**src/rtl/agc_gain_sequencer.sv**
```systemverilog
// Steps the RF front-end gain code toward the AGC-requested target in bounded
// increments, waiting out analog settling after each step and blanking samples meanwhile.
module agc_gain_sequencer #(
  parameter int CONTROL_WORD_WIDTH = 8,
  parameter int NUM_GAIN_LEVELS    = 17,
  parameter int DEFAULT_GAIN       = 8,
  parameter int MAX_STEP           = 4,
  parameter int SETTLE_CYCLES      = 16,
  parameter int CNT_WIDTH          = 8
) (
  input  logic                          clk,
  input  logic                          rst_n,
  input  logic [CONTROL_WORD_WIDTH-1:0] control_word,
  input  logic                          control_word_valid,
  input  logic                          packet_start,
  output logic [CONTROL_WORD_WIDTH-1:0] gain_code,
  output logic                          gain_strobe,
  output logic                          sample_blank,
  output logic                          gain_locked,
  output logic [3:0]                    step_count
);

  localparam int W = CONTROL_WORD_WIDTH;
  localparam logic [W-1:0]         MAX_CODE     = W'(NUM_GAIN_LEVELS - 1);
  localparam logic [W-1:0]         DEFAULT_CODE = W'(DEFAULT_GAIN);
  localparam logic [W-1:0]         STEP_U       = W'(MAX_STEP);
  localparam logic signed [W:0]    STEP_S       = (W+1)'(MAX_STEP);
  localparam logic [CNT_WIDTH-1:0] SETTLE_LOAD  = CNT_WIDTH'(SETTLE_CYCLES - 1);

  typedef enum logic [1:0] {
    IDLE   = 2'd0,
    STEP   = 2'd1,
    SETTLE = 2'd2,
    LOCKED = 2'd3
  } state_e;

  state_e                state_q, state_d;
  logic [W-1:0]          gain_q, gain_d;
  logic [W-1:0]          target_q, target_d;
  logic                  strobe_q, strobe_d;
  logic [3:0]            steps_q, steps_d;
  logic [CNT_WIDTH-1:0]  cnt_q, cnt_d;

  logic [W-1:0]          req_sat;
  logic signed [W:0]     diff;
  logic [W-1:0]          gain_stepped;

  // Out-of-range requests clamp to the top legal code.
  always_comb begin
    req_sat = (control_word > MAX_CODE) ? MAX_CODE : control_word;
  end

  always_comb begin
    diff = $signed({1'b0, target_q}) - $signed({1'b0, gain_q});
    if (diff > STEP_S) begin
      gain_stepped = gain_q + STEP_U;
    end else if (diff < -STEP_S) begin
      gain_stepped = gain_q - STEP_U;
    end else begin
      gain_stepped = target_q;
    end
  end

  always_comb begin
    state_d  = state_q;
    gain_d   = gain_q;
    target_d = target_q;
    strobe_d = 1'b0;
    steps_d  = steps_q;
    cnt_d    = cnt_q;
    if (packet_start) begin
      state_d  = IDLE;
      gain_d   = DEFAULT_CODE;
      target_d = DEFAULT_CODE;
      strobe_d = (gain_q != DEFAULT_CODE);
      steps_d  = 4'd0;
      cnt_d    = '0;
    end else begin
      case (state_q)
        IDLE, LOCKED: begin
          if (control_word_valid) begin
            target_d = req_sat;
            steps_d  = 4'd0;
            state_d  = (req_sat == gain_q) ? LOCKED : STEP;
          end
        end
        STEP: begin
          if (control_word_valid) target_d = req_sat;
          gain_d   = gain_stepped;
          steps_d  = (steps_q == 4'd15) ? steps_q : steps_q + 4'd1;
          strobe_d = 1'b1;
          cnt_d    = SETTLE_LOAD;
          state_d  = SETTLE;
        end
        SETTLE: begin
          // A request landing in the final settle cycle already steers the decision.
          if (control_word_valid) target_d = req_sat;
          if (cnt_q == '0) begin
            state_d = (gain_q != target_d) ? STEP : LOCKED;
          end else begin
            cnt_d = cnt_q - 1'b1;
          end
        end
        default: state_d = IDLE;
      endcase
    end
  end

  always_ff @(posedge clk or negedge rst_n) begin
    if (!rst_n) begin
      state_q  <= IDLE;
      gain_q   <= DEFAULT_CODE;
      target_q <= DEFAULT_CODE;
      strobe_q <= 1'b0;
      steps_q  <= 4'd0;
      cnt_q    <= '0;
    end else begin
      state_q  <= state_d;
      gain_q   <= gain_d;
      target_q <= target_d;
      strobe_q <= strobe_d;
      steps_q  <= steps_d;
      cnt_q    <= cnt_d;
    end
  end

  assign gain_code    = gain_q;
  assign gain_strobe  = strobe_q;
  assign sample_blank = (state_q == STEP) || (state_q == SETTLE);
  assign gain_locked  = (state_q == LOCKED);
  assign step_count   = steps_q;

endmodule

```
**config.mk**
```make
export PLATFORM = sky130hd
export DESIGN_NAME = agc_gain_sequencer
export DESIGN_NICKNAME = d
export VERILOG_FILES = /design/src/rtl/agc_gain_sequencer.sv
export SDC_FILE = /design/constraint.sdc
export NUM_CORES = 1
export LEC_CHECK = 0
export CAP_MARGIN = 40
export CORE_ASPECT_RATIO = 1.4
export CORE_MARGIN = 4
export CORE_UTILIZATION = 25
export CTS_CLUSTER_SIZE = 16
export DETAILED_ROUTE_END_ITERATION = 16
export GPL_TIMING_DRIVEN = 0
export PLACE_DENSITY = 0.4
export SYNTH_ARGS = -nofsm -noshare
export SYNTH_HDL_FRONTEND = slang
export SYNTH_SLANG_ARGS = --single-unit
```
**constraint.sdc**
```tcl
create_clock -name clk -period 2.95 [get_ports clk]
set_input_delay 0.59 -clock clk [delete_from_list [all_inputs] [get_ports clk]]
set_output_delay 0.59 -clock clk [all_outputs]
set_load 0.05 [all_outputs]
```
[Word-level counts from Yosys, hierarchy flattened]
Cells that the tools add are included.
Storage, ports and cells
  flip-flop bits (word level): 31
  bits of input ports: 12
  output and inout port bits: 15
  word-level logic and storage cells: 61
Operators by class
  add/subtract/negate cells: 5
  $lt $le $gt $ge: 3
  eq/ne operators: 11
  muxes and demuxes: 25
  reduce and logical (&&, ||, !) cells: 11
Operators with widths (count)
  8-bit 2-to-1 mux: 11
  8-bit one-hot mux with 2 select lines: 2
  4-bit 2-to-1 mux: 3
  3-bit != test (second input constant): 4
  2-bit 2-to-1 mux: 5
  9-bit by 4-bit greater-than comparator with 1-bit output (second input constant): 1
  9-bit by 3-bit less-than comparator with 1-bit output (second input constant): 1
  8-bit by 8-bit subtractor with 9-bit output: 1
  8-bit by 3-bit adder with 8-bit output (second input constant): 1
  8-bit == test: 1
  8-bit by 5-bit greater-than comparator with 1-bit output (second input constant): 1
  8-bit zero test: 1
  8-bit by 4-bit != test with 1-bit output (second input constant): 1
  8-bit != test: 1
  4-bit one-hot mux with 2 select lines: 1
  8-bit by 1-bit subtractor with 8-bit output (second input constant): 1
  8-bit by 3-bit subtractor with 8-bit output (second input constant): 1
  2-bit one-hot mux with 3 select lines: 1
  3-bit nonzero test: 2
  4-bit by 1-bit adder with 4-bit output (second input constant): 1
  2-bit == test (second input constant): 2
  4-bit == test (second input constant): 1
  2-bit AND reduction: 2
  3-bit AND reduction: 1
  7 further kinds: 8

[Depth between registers and ports, before layout]
Gate-level depths: netlist (run 1).
  word-level depth: 10
  gate-level depth with buffers: 12
  depth with buffers taken out: 12

[Worst setup path after synthesis (run 1)]
Ideal clock, no wire load.
  kind: register -> register
  start point: register gain_q[2], in the netlist gain_code[2]
  end point: register gain_q[2], in the netlist gain_code[2]
  library setup time: 0.124 ns
  data arrival time: 2.937 ns
  data required time: 2.826 ns
  path slack: -0.111 ns
  stages on the path, launching flop included: 12
  buffers on the path: 1
  clock period less this slack: 3.061 ns
  cells stage by stage: dfrtp_1 clkbuf_1 inv_1 ha_1 o21a_2 o31ai_4 a221o_1 mux2i_1 a2111o_1 nand2_2 a211oi_1 a211o_1
On the way
  word-level cells in the longest chain between the ends: 6
  elaborated cells between the ends (all ways): 9
  those cells by class: add/sub: 3; order compare: 2; mux: 4
Ends and longest elaborated chain
  from (decl): RTL line 38  | logic [W-1:0] gain_q, gain_d;
  from (signal assigned): RTL line 119  | gain_q <= gain_d;
  8-bit by 8-bit subtractor with 9-bit output: RTL line 54  | diff = $signed({1'b0, target_q}) - $signed({1'b0, gain_q});
  9-bit by 3-bit less-than comparator with 1-bit output: RTL line 57  | end else if (diff < -STEP_S) begin
  8-bit 2-to-1 mux: RTL line 57
  8-bit 2-to-1 mux (*): RTL line 55  | if (diff > STEP_S) begin
  8-bit 2-to-1 mux (*): RTL line 79  | case (state_q)
  8-bit 2-to-1 mux (*): RTL line 71  | if (packet_start) begin
Every way passes the cells marked *; elsewhere a longest branch is shown, timed or not. The select of a mux whose other input is x is not followed.
A chain may end at the register's enable or synchronous reset.

[Final worst setup path (run 1)]
  start point: register gain_q[3], in the netlist gain_code[3]
  end point: register gain_q[1], in the netlist gain_code[1]
On the way
  word-level cells in the longest chain between the ends: 6
  elaborated cells between the ends (all ways): 7
  those cells by class: add/sub: 1; order compare: 2; mux: 4
Ends and longest elaborated chain (RTL line)
  8-bit by 8-bit subtractor with 9-bit output (*): 54
  9-bit by 3-bit less-than comparator with 1-bit output: 57
  8-bit 2-to-1 mux: 57
  8-bit 2-to-1 mux (*): 55
  8-bit 2-to-1 mux (*): 79
  8-bit 2-to-1 mux (*): 71
Marked as above.

==> flow_summary.rst, run 1 <==
.. list-table::
   :header-rows: 1

   * - Metric
     - Value
   * - Power density over the cells
     - 975 nW/µm²
   * - Worst slew margin relative to its limit
     - 0.501
   * - Distinct cells, synth
     - 59
   * - Max Slew Vio Count
     - 0
   * - Status
     - finished, final reports clean
   * - Die ar.
     - 12200 µm²
   * - Std cell rows
     - 43
   * - Via count of the routed design
     - 2518
   * - Initial standard-cell utilization of the core
     - 0.259
   * - Max IR drop VDD
     - 372 µV
   * - Global-route wire length before repair
     - between 10000 and 15000 µm
   * - Number of buffers inserted during clock tree synthesis
     - 5
   * - Count of flip-flops with a built-in enable after synthesis
     - 0
   * - Reg2Reg Launch Point
     - gain_code[3]$_DFFE_PN1P_
   * - Fin Clk Skew
     - about 4.4 ps
   * - Total Wirelength
     - 8080 µm
   * - Fraction of final layout cells sized beyond drive strength 1
     - 0.163
   * - Count of maximum capacitance violations
     - 0
   * - Number of antenna diodes
     - 0
   * - Minimum period implied by the final worst setup slack
     - 2850 ps
   * - Total number of yosys warnings
     - 0
   * - Count of antenna-violating nets left after detailed routing
     - 0
   * - Initial DRC Count
     - 124
   * - Largest net degree at the start of global routing
     - 32
   * - Number of clock sinks seen by CTS
     - 31
   * - Final GP Congestion
     - 0.808
   * - Endpoint class of the critical path
     - flop
   * - Cell taking the most area after synthesis
     - dfrtp_1
   * - Overall routing resource usage
     - 0.139
   * - Period utilization
     - 0.967
   * - Final non-filler cell total
     - 490
   * - Data required time of the worst path
     - 3160 ps
   * - Largest buffer count on any clock path
     - 2
   * - Arr. time, crit path
     - a little over 3000 ps
   * - Average via count per standard cell
     - 5.14
   * - Proportion of synthesized chip area in sequential cells
     - 0.298
   * - Maximum net fanout on the critical path
     - 8
   * - Max Freq
     - 0.351 GHz
   * - RSZ-0062 raised after global routing
     - true
   * - Die Y-Extent
     - 129 µm
   * - Power Total
     - 3270 µW
   * - Clock transition at the registers of the reported paths
     - 60 ps
   * - Layout Area Growth over Synthesis
     - 28.4%
   * - Netlist area before placement
     - around 2600 µm²
   * - Number of synthesized register bits
     - 31
   * - Number of global-route vias before repair
     - between 2000 and 3000
   * - HPWL after detailed placement
     - between 6000 and 7000 µm
   * - Startpoint Class
     - flop
   * - Number of iterations in the first detailed-routing pass
     - 4
   * - Critical path launch point
     - gain_code[3]$_DFFE_PN1P_
   * - Post-Synthesis Net Count
     - around 350
   * - Cell total after placement
     - 475
   * - CTS tree
     - built
   * - Gate count of the mapped netlist
     - 316
   * - Clock tree root buffer cell
     - clkbuf_16
   * - H-tree lvl count
     - 2
   * - Setup violations, final
     - 0
   * - Hold crit path type
     - in -> async
   * - Leak pwr
     - 0.00126 µW
   * - Remaining global-route overflow
     - 0
   * - Remaining DRCs
     - 0
   * - Core Util, Final
     - 0.333
   * - Final hold vios
     - 0
   * - Post-route worst hold slack
     - 365 ps
   * - Insertion delay to the later sink of the worst-skew pair
     - 280 ps
   * - Total Nets Final
     - around 380
   * - Classification of the worst setup path
     - reg -> reg
   * - Initial antenna violation count
     - 0
   * - Async set-or-reset flop fraction in the synthesized netlist
     - 1.00
   * - Count of boundary I/O pins
     - 27
   * - DR WL/cell
     - 16.5 µm
   * - Accumulated negative setup slack
     - 0 ps
   * - Syn_area_per_cell
     - 8.26 µm²
   * - Transition at the pin with the smallest max-transition slack
     - 748 ps
   * - Biggest area contributors in the synthesized netlist
     - dfrtp_1 28%, ha_1 8.2%, xnor2_1 4.7%, nor2_1 4.3%, o21ai_0 3.8%
   * - Share of the synthesized area in the top cell type
     - 0.278
   * - Horizontal die dimension
     - 94.3 µm
   * - Most frequently used flop master after synthesis
     - dfrtp_1
   * - Floorplan core area
     - 10100 µm²
   * - Port-buffer cells
     - 24
==> Yosys cell counts (2+ instances only) <==
library cell / n
a21o_1: 3
mux2i_1: 3
a31oi_1: 8
or2_2: 3
nor3_1: 12
buf_2: 4
a21oi_2: 2
o2111ai_1: 3
nor2_1: 30
dfrtp_1: 29
a2111oi_0: 2
xnor2_1: 14
clkbuf_1: 10
or3_1: 2
o21ai_0: 20
xor2_1: 3
dfstp_2: 2
a211o_1: 2
o32ai_1: 2
inv_1: 22
nor4_1: 6
o211ai_1: 2
nor4b_1: 3
a21oi_1: 14
nand3_1: 16
nand2b_1: 11
o21a_1: 2
ha_1: 17
nor2b_1: 5
nand4_1: 3
o31ai_1: 5
a211oi_1: 2
and3_1: 2
o221ai_1: 2
a41oi_1: 4
nand2_1: 19
a311oi_1: 4
nand3b_1: 2
==> registers in the layout, indices dropped and copies added, names as in the netlist <==
name         count
target_q         8
state_q          2
gain_strobe      1
step_count       4
cnt_q            8
gain_code        8
==> routing by layer <==
layer | up-vias | part of all wire | global-route usage
met4 | 0 | 0.024 | 0.0587
met1 | 1238 | 0.43 | 0.162
li1 | 1230 | - | -
met5 | - | 0 | 0
met2 | 39 | 0.52 | 0.249
met3 | 11 | 0.024 | 0.0216
==> worst max-delay path, cell delays in order (launching register included) <==
cell        delay [ps]
dfstp_2            570
clkinvlp_4         110
ha_1               290
buf_6              130
o21a_2             150
o31ai_4            110
a221o_1            330
mux2i_1            150
a2111o_1           380
nand2_2            150
buf_4              130
nand4_1            100
a21oi_2            160
==> layout make-up <==
cell class              instances  area (µm²)
plain buffers                  12        63.8
flip-flops and latches         31         786
clock buffers                   6         139
clock inverters                 2        35.0
well taps                     135         169
inverters                      22        93.8
repair buffers                 35         318
fillers                      1090        6710
multi-input cells             247        1750
==> placed cells by master, fill, tap and decap left out, types with 4 or more instances in the layout <==
master           instances
a21oi_1                 12
a311oi_1                 4
a31oi_1                  8
a41oi_1                  4
buf_2                    4
buf_4                   11
clkbuf_1                 6
clkbuf_16                5
clkdlybuf4s50_1         23
dfrtp_1                 23
dfrtp_2                  6
ha_1                    15
inv_1                   19
nand2_1                 19
nand2b_1                11
nand3_1                 16
nor2_1                  30
nor2b_1                  5
nor3_1                  11
nor4_1                   6
o21ai_0                 19
o31ai_1                  5
xnor2_1                 14
==> stage by stage <==
stage | area (µm²) | setup WS, ps
2_1_floorplan | 2620 | 0.594
3_3_place_gp | 3020 | -455
3_5_place_dp | 3020 | -434
4_1_cts | 3250 | 2.00
5_1_grt | 3350 | -24.4
6_report | 3350 | 98.1
==> worst paths after layout <==
path / endpoint / slack [ps] / depth (start not counted)
setup reg to reg: gain_code[1]$_DFFE_PN0P_ / 100 / 12
hold reg to reg: gain_code[0]$_DFFE_PN0P_ / 530 / 2
setup / recovery: gain_code[1]$_DFFE_PN0P_ / 100 / 12
max in group asynchronous: gain_code[0]$_DFFE_PN0P_ / 2050 / 1
min in group clk: gain_code[0]$_DFFE_PN0P_ / 530 / 2
hold / removal: step_count[3]$_DFFE_PN0P_ / 360 / 1
==> power breakdown <==
part           switching, µW  internal [µW]
logic                   1200            788
registers                145            513
clock network            199            420
total                   1540           1720
==> logic make-up after synthesis <==
| kind of cell | after synthesis | share of synthesized area |
|---|---|---|
| muxes | 3 | 0.0115 |
| xor gates and xnor gates | 17 | 0.0571 |
| and+or+nand+nor | 122 | 0.245 |
| buffers and inverters | 38 | 0.0595 |
| adders and majority gates | 18 | 0.0892 |
| DFF | 31 | 0.298 |
| AOI/OAI and AO/OA | 87 | 0.240 |
==> timing repair <==
action	4_1_cts	5_1_grt
setup buffers	4	7
setup endpoints to repair	9	9
resized for setup	12	12
hold buffers	0	0
pin swaps	4	9
Power figures use the tool's default switching activity.
==> run 2, diff against run 1 <==
--- a/config.mk
+++ b/config.mk
@@ -11,7 +11,6 @@
 export CORE_UTILIZATION = 25
 export CTS_CLUSTER_SIZE = 16
 export DETAILED_ROUTE_END_ITERATION = 16
-export GPL_TIMING_DRIVEN = 0
 export PLACE_DENSITY = 0.4
 export SYNTH_ARGS = -nofsm -noshare
 export SYNTH_HDL_FRONTEND = slang
==> run 2 against run 1 <==
Compared with the run above: sequential power fell by 8.8%; non-clock buffer count fell by 2; die area did not move; maximum frequency rose by 0.91%; final cell count fell by 0.41%; first-iteration DRC count rose by 48%; critical endpoint is now gain_code[2]$_DFFE_PN0P_; hold slack improved by 180 ps; largest power group unchanged; register-to-register slack improved by 30 ps; sequential share of layout area barely moved; clock skew rose by 3.6 ps; largest cell class unchanged; utilization barely moved.
==> flow_summary.rst, run 2 (same netlist as run 1, synthesis figures left out) <==
.. list-table::
   :header-rows: 1

   * - Metric
     - Value
   * - Average via count per standard cell
     - 5.11
   * - Arr. time, crit path
     - 2990 ps
   * - Number of clock sinks seen by CTS
     - 31
   * - Overall routing resource usage
     - 0.143
   * - Hold crit path type
     - reg -> reg
   * - Endpoint class of the critical path
     - flop
   * - Clock transition at the registers of the reported paths
     - ~50 ps
   * - Max Freq
     - 0.354 GHz
   * - Data required time of the worst path
     - just over 3000 ps
   * - Total buffers and inverters traversed by the critical path
     - 1
   * - Clock tree root buffer cell
     - clkbuf_16
   * - Cell family with most CP delay
     - compound AO/OA/AOI/OAI gates
   * - Total Wirelength
     - 8230 µm
   * - Die ar.
     - between 10000 and 15000 µm²
   * - Worst slew margin relative to its limit
     - 0.643
   * - Layout Area Growth over Synthesis
     - 28.3%
   * - Fraction of final layout cells sized beyond drive strength 1
     - 0.153
   * - Port-buffer cells
     - 26
   * - Minimum period implied by the final worst setup slack
     - 2830 ps
   * - Largest buffer count on any clock path
     - 2
   * - DR WL/cell
     - 16.9 µm
   * - Slowest cell delay on critical path
     - 440 ps
   * - CTS tree
     - built
   * - Number of antenna diodes
     - 0
   * - Via count of the routed design
     - 2493
   * - HPWL after detailed placement
     - 6250 µm
   * - Comb pwr share
     - 0.619
   * - Count of boundary I/O pins
     - 27
   * - Portion of total power attributed to sequential cells
     - 0.189
   * - Power Total
     - 3180 µW
   * - Maximum net fanout on the critical path
     - 8
   * - Floorplan core area
     - roughly 10000 µm²
   * - Number of global-route vias before repair
     - 2567
   * - Fin Clk Skew
     - 8.07 ps
   * - Period utilization
     - 0.958
   * - Internal cell power
     - 1660 µW
   * - Post-route worst hold slack
     - 540 ps
   * - Count of maximum capacitance violations
     - 0
   * - Leading cell type in the layout, fill and taps excluded
     - nor2_1
   * - Final hold vios
     - 0
   * - Cts-stage hold buffer count
     - 0
   * - Leak pwr
     - 0.00129 µW
   * - Number of buffers inserted during clock tree synthesis
     - 5
   * - Die Y-Extent
     - around 130 µm
   * - Max IR drop VDD
     - around 420 µV
   * - Classification of the worst setup path
     - reg -> reg
   * - Setup violations, final
     - 0
   * - Switching portion of total power
     - 0.477
   * - Horizontal die dimension
     - between 90 and 100 µm
   * - Remaining global-route overflow
     - 0
   * - Std cell rows
     - 43
   * - Area post-placement
     - 3100 µm²
   * - Fraction of power consumed by the clock network
     - 0.193
   * - Initial standard-cell utilization of the core
     - 0.259
   * - Ordered list of cells on the worst path
     - inv_1, ha_1, o21a_2, o31ai_4, a221o_1, mux2i_2, a2111o_1, nand2_2, a211oi_1, a211o_1
   * - Startpoint Class
     - flop
   * - Initial DRC Count
     - 183
   * - Insertion delay to the later sink of the worst-skew pair
     - 280 ps
   * - Max Slew Vio Count
     - 0
   * - Global-route wire length before repair
     - 13600 µm
   * - Largest net degree at the start of global routing
     - 32
   * - H-tree lvl count
     - 2
   * - Total Nets Final
     - 382
   * - Commonest cells after routing, fill and taps aside
     - 30 x nor2_1, 26 x clkdlybuf4s50_1, 24 x dfrtp_1
   * - Number of iterations in the first detailed-routing pass
     - 6
   * - Post-Layout Inst Area
     - 3350 µm²
   * - Transition at the pin with the smallest max-transition slack
     - between 500 and 600 ps
   * - Count of antenna-violating nets left after detailed routing
     - 0
   * - Status
     - finished, final reports clean
   * - Final GP Congestion
     - ~0.80
   * - Cell type of the slowest stage on the worst timing path
     - a2111o_1
   * - Remaining DRCs
     - 0
   * - Reported net switching power
     - 1520 µW
   * - Power density over the cells
     - 950 nW/µm²
   * - Initial antenna violation count
     - 0
## run 2: cell count changes in the layout (fill, tap and decap cells not counted), moves of 2 or more
cell / change
buf_4: +7
clkinvlp_4: -3
buf_2: -4
a2111oi_2: -2
clkbuf_1: -6
clkdlybuf4s50_1: +3
inv_1: +3
buf_6: -2
## run 2: final timing paths
path                                          start                   endpoint  slack, ps  depth (start not counted)
setup / recovery           gain_code[2]$_DFFE_PN0P_   gain_code[2]$_DFFE_PN0P_        120                         10
hold / removal                target_q[0]$_DFF_PN0_   gain_code[0]$_DFFE_PN0P_        540                          2
setup reg to reg           gain_code[2]$_DFFE_PN0P_   gain_code[2]$_DFFE_PN0P_        120                         10
hold reg to reg               target_q[0]$_DFF_PN0_   gain_code[0]$_DFFE_PN0P_        540                          2
max in group asynchronous                     rst_n   gain_code[3]$_DFFE_PN1P_       1900                          2
min in group asynchronous                     rst_n  step_count[2]$_DFFE_PN0P_        710                          2
## run 2: layout make-up
| cell class | count | area (µm²) |
|---|---|---|
| fill | 1083 | 6710 |
| multi-input combinational | 247 | 1740 |
| sequential | 31 | 785 |
| timing repair buffer | 45 | 399 |
| tap | 135 | 169 |
| clock buffer | 6 | 139 |
| inverter | 22 | 82.6 |
| clock inverter | 2 | 35.0 |
## run 2: power by group through the flow
stage	registers [µW]	logic [µW]	clock network, µW
6_report	600	1970	613
3_5_place_dp	606	1850	0
3_3_place_gp	608	1860	0
5_1_grt	618	2150	650
2_1_floorplan	739	1180	0
4_1_cts	601	1860	629
## run 2: worst register-to-register path, stage by stage (launching register included)
cell and delay (ps):
dfrtp_2 400, inv_1 90, ha_1 380, o21a_2 220, o31ai_4 110, a221o_1 380, mux2i_2 180, a2111o_1 440
nand2_2 150, a211oi_1 100, a211o_1 270
## run 2: timing repair
| action | CTS | global route |
|---|---|---|
| setup endpoints to repair | 0 | 7 |
| resized for setup | 0 | 14 |
| buffers inserted | 0 | 1 |
## run 2: through the flow
step / setup slack, ps / instances / util / TNS (ps)
after floorplan: 0.594 / 316 / - / 0
after global placement: -356 / 478 / 0.308 / -356
after detailed placement: 21.3 / 479 / 0.308 / 0
after CTS: 99.0 / 487 / 0.326 / 0
after global routing: -9.70 / 488 / 0.333 / -9.70
final: 124 / 488 / 0.333 / 0
## run 2: layer usage
layer,global-route usage,wire length (µm),vias to the layer above
li1,-,-,1235
met1,0.178,3680,1217
met2,0.248,4230,28
met3,0.0187,113,13
met4,0.0587,210,0
met5,0,0,-
==> run 3, diff against run 2 <==
--- a/config.mk
+++ b/config.mk
@@ -5,6 +5,7 @@
 export SDC_FILE = /design/constraint.sdc
 export NUM_CORES = 1
 export LEC_CHECK = 0
+export ABC_CLOCK_PERIOD_IN_PS = 2950
 export CAP_MARGIN = 40
 export CORE_ASPECT_RATIO = 1.4
 export CORE_MARGIN = 4
==> results of run 3 <==
No change in the layout: final DEF, timing and power equal those of run 2.
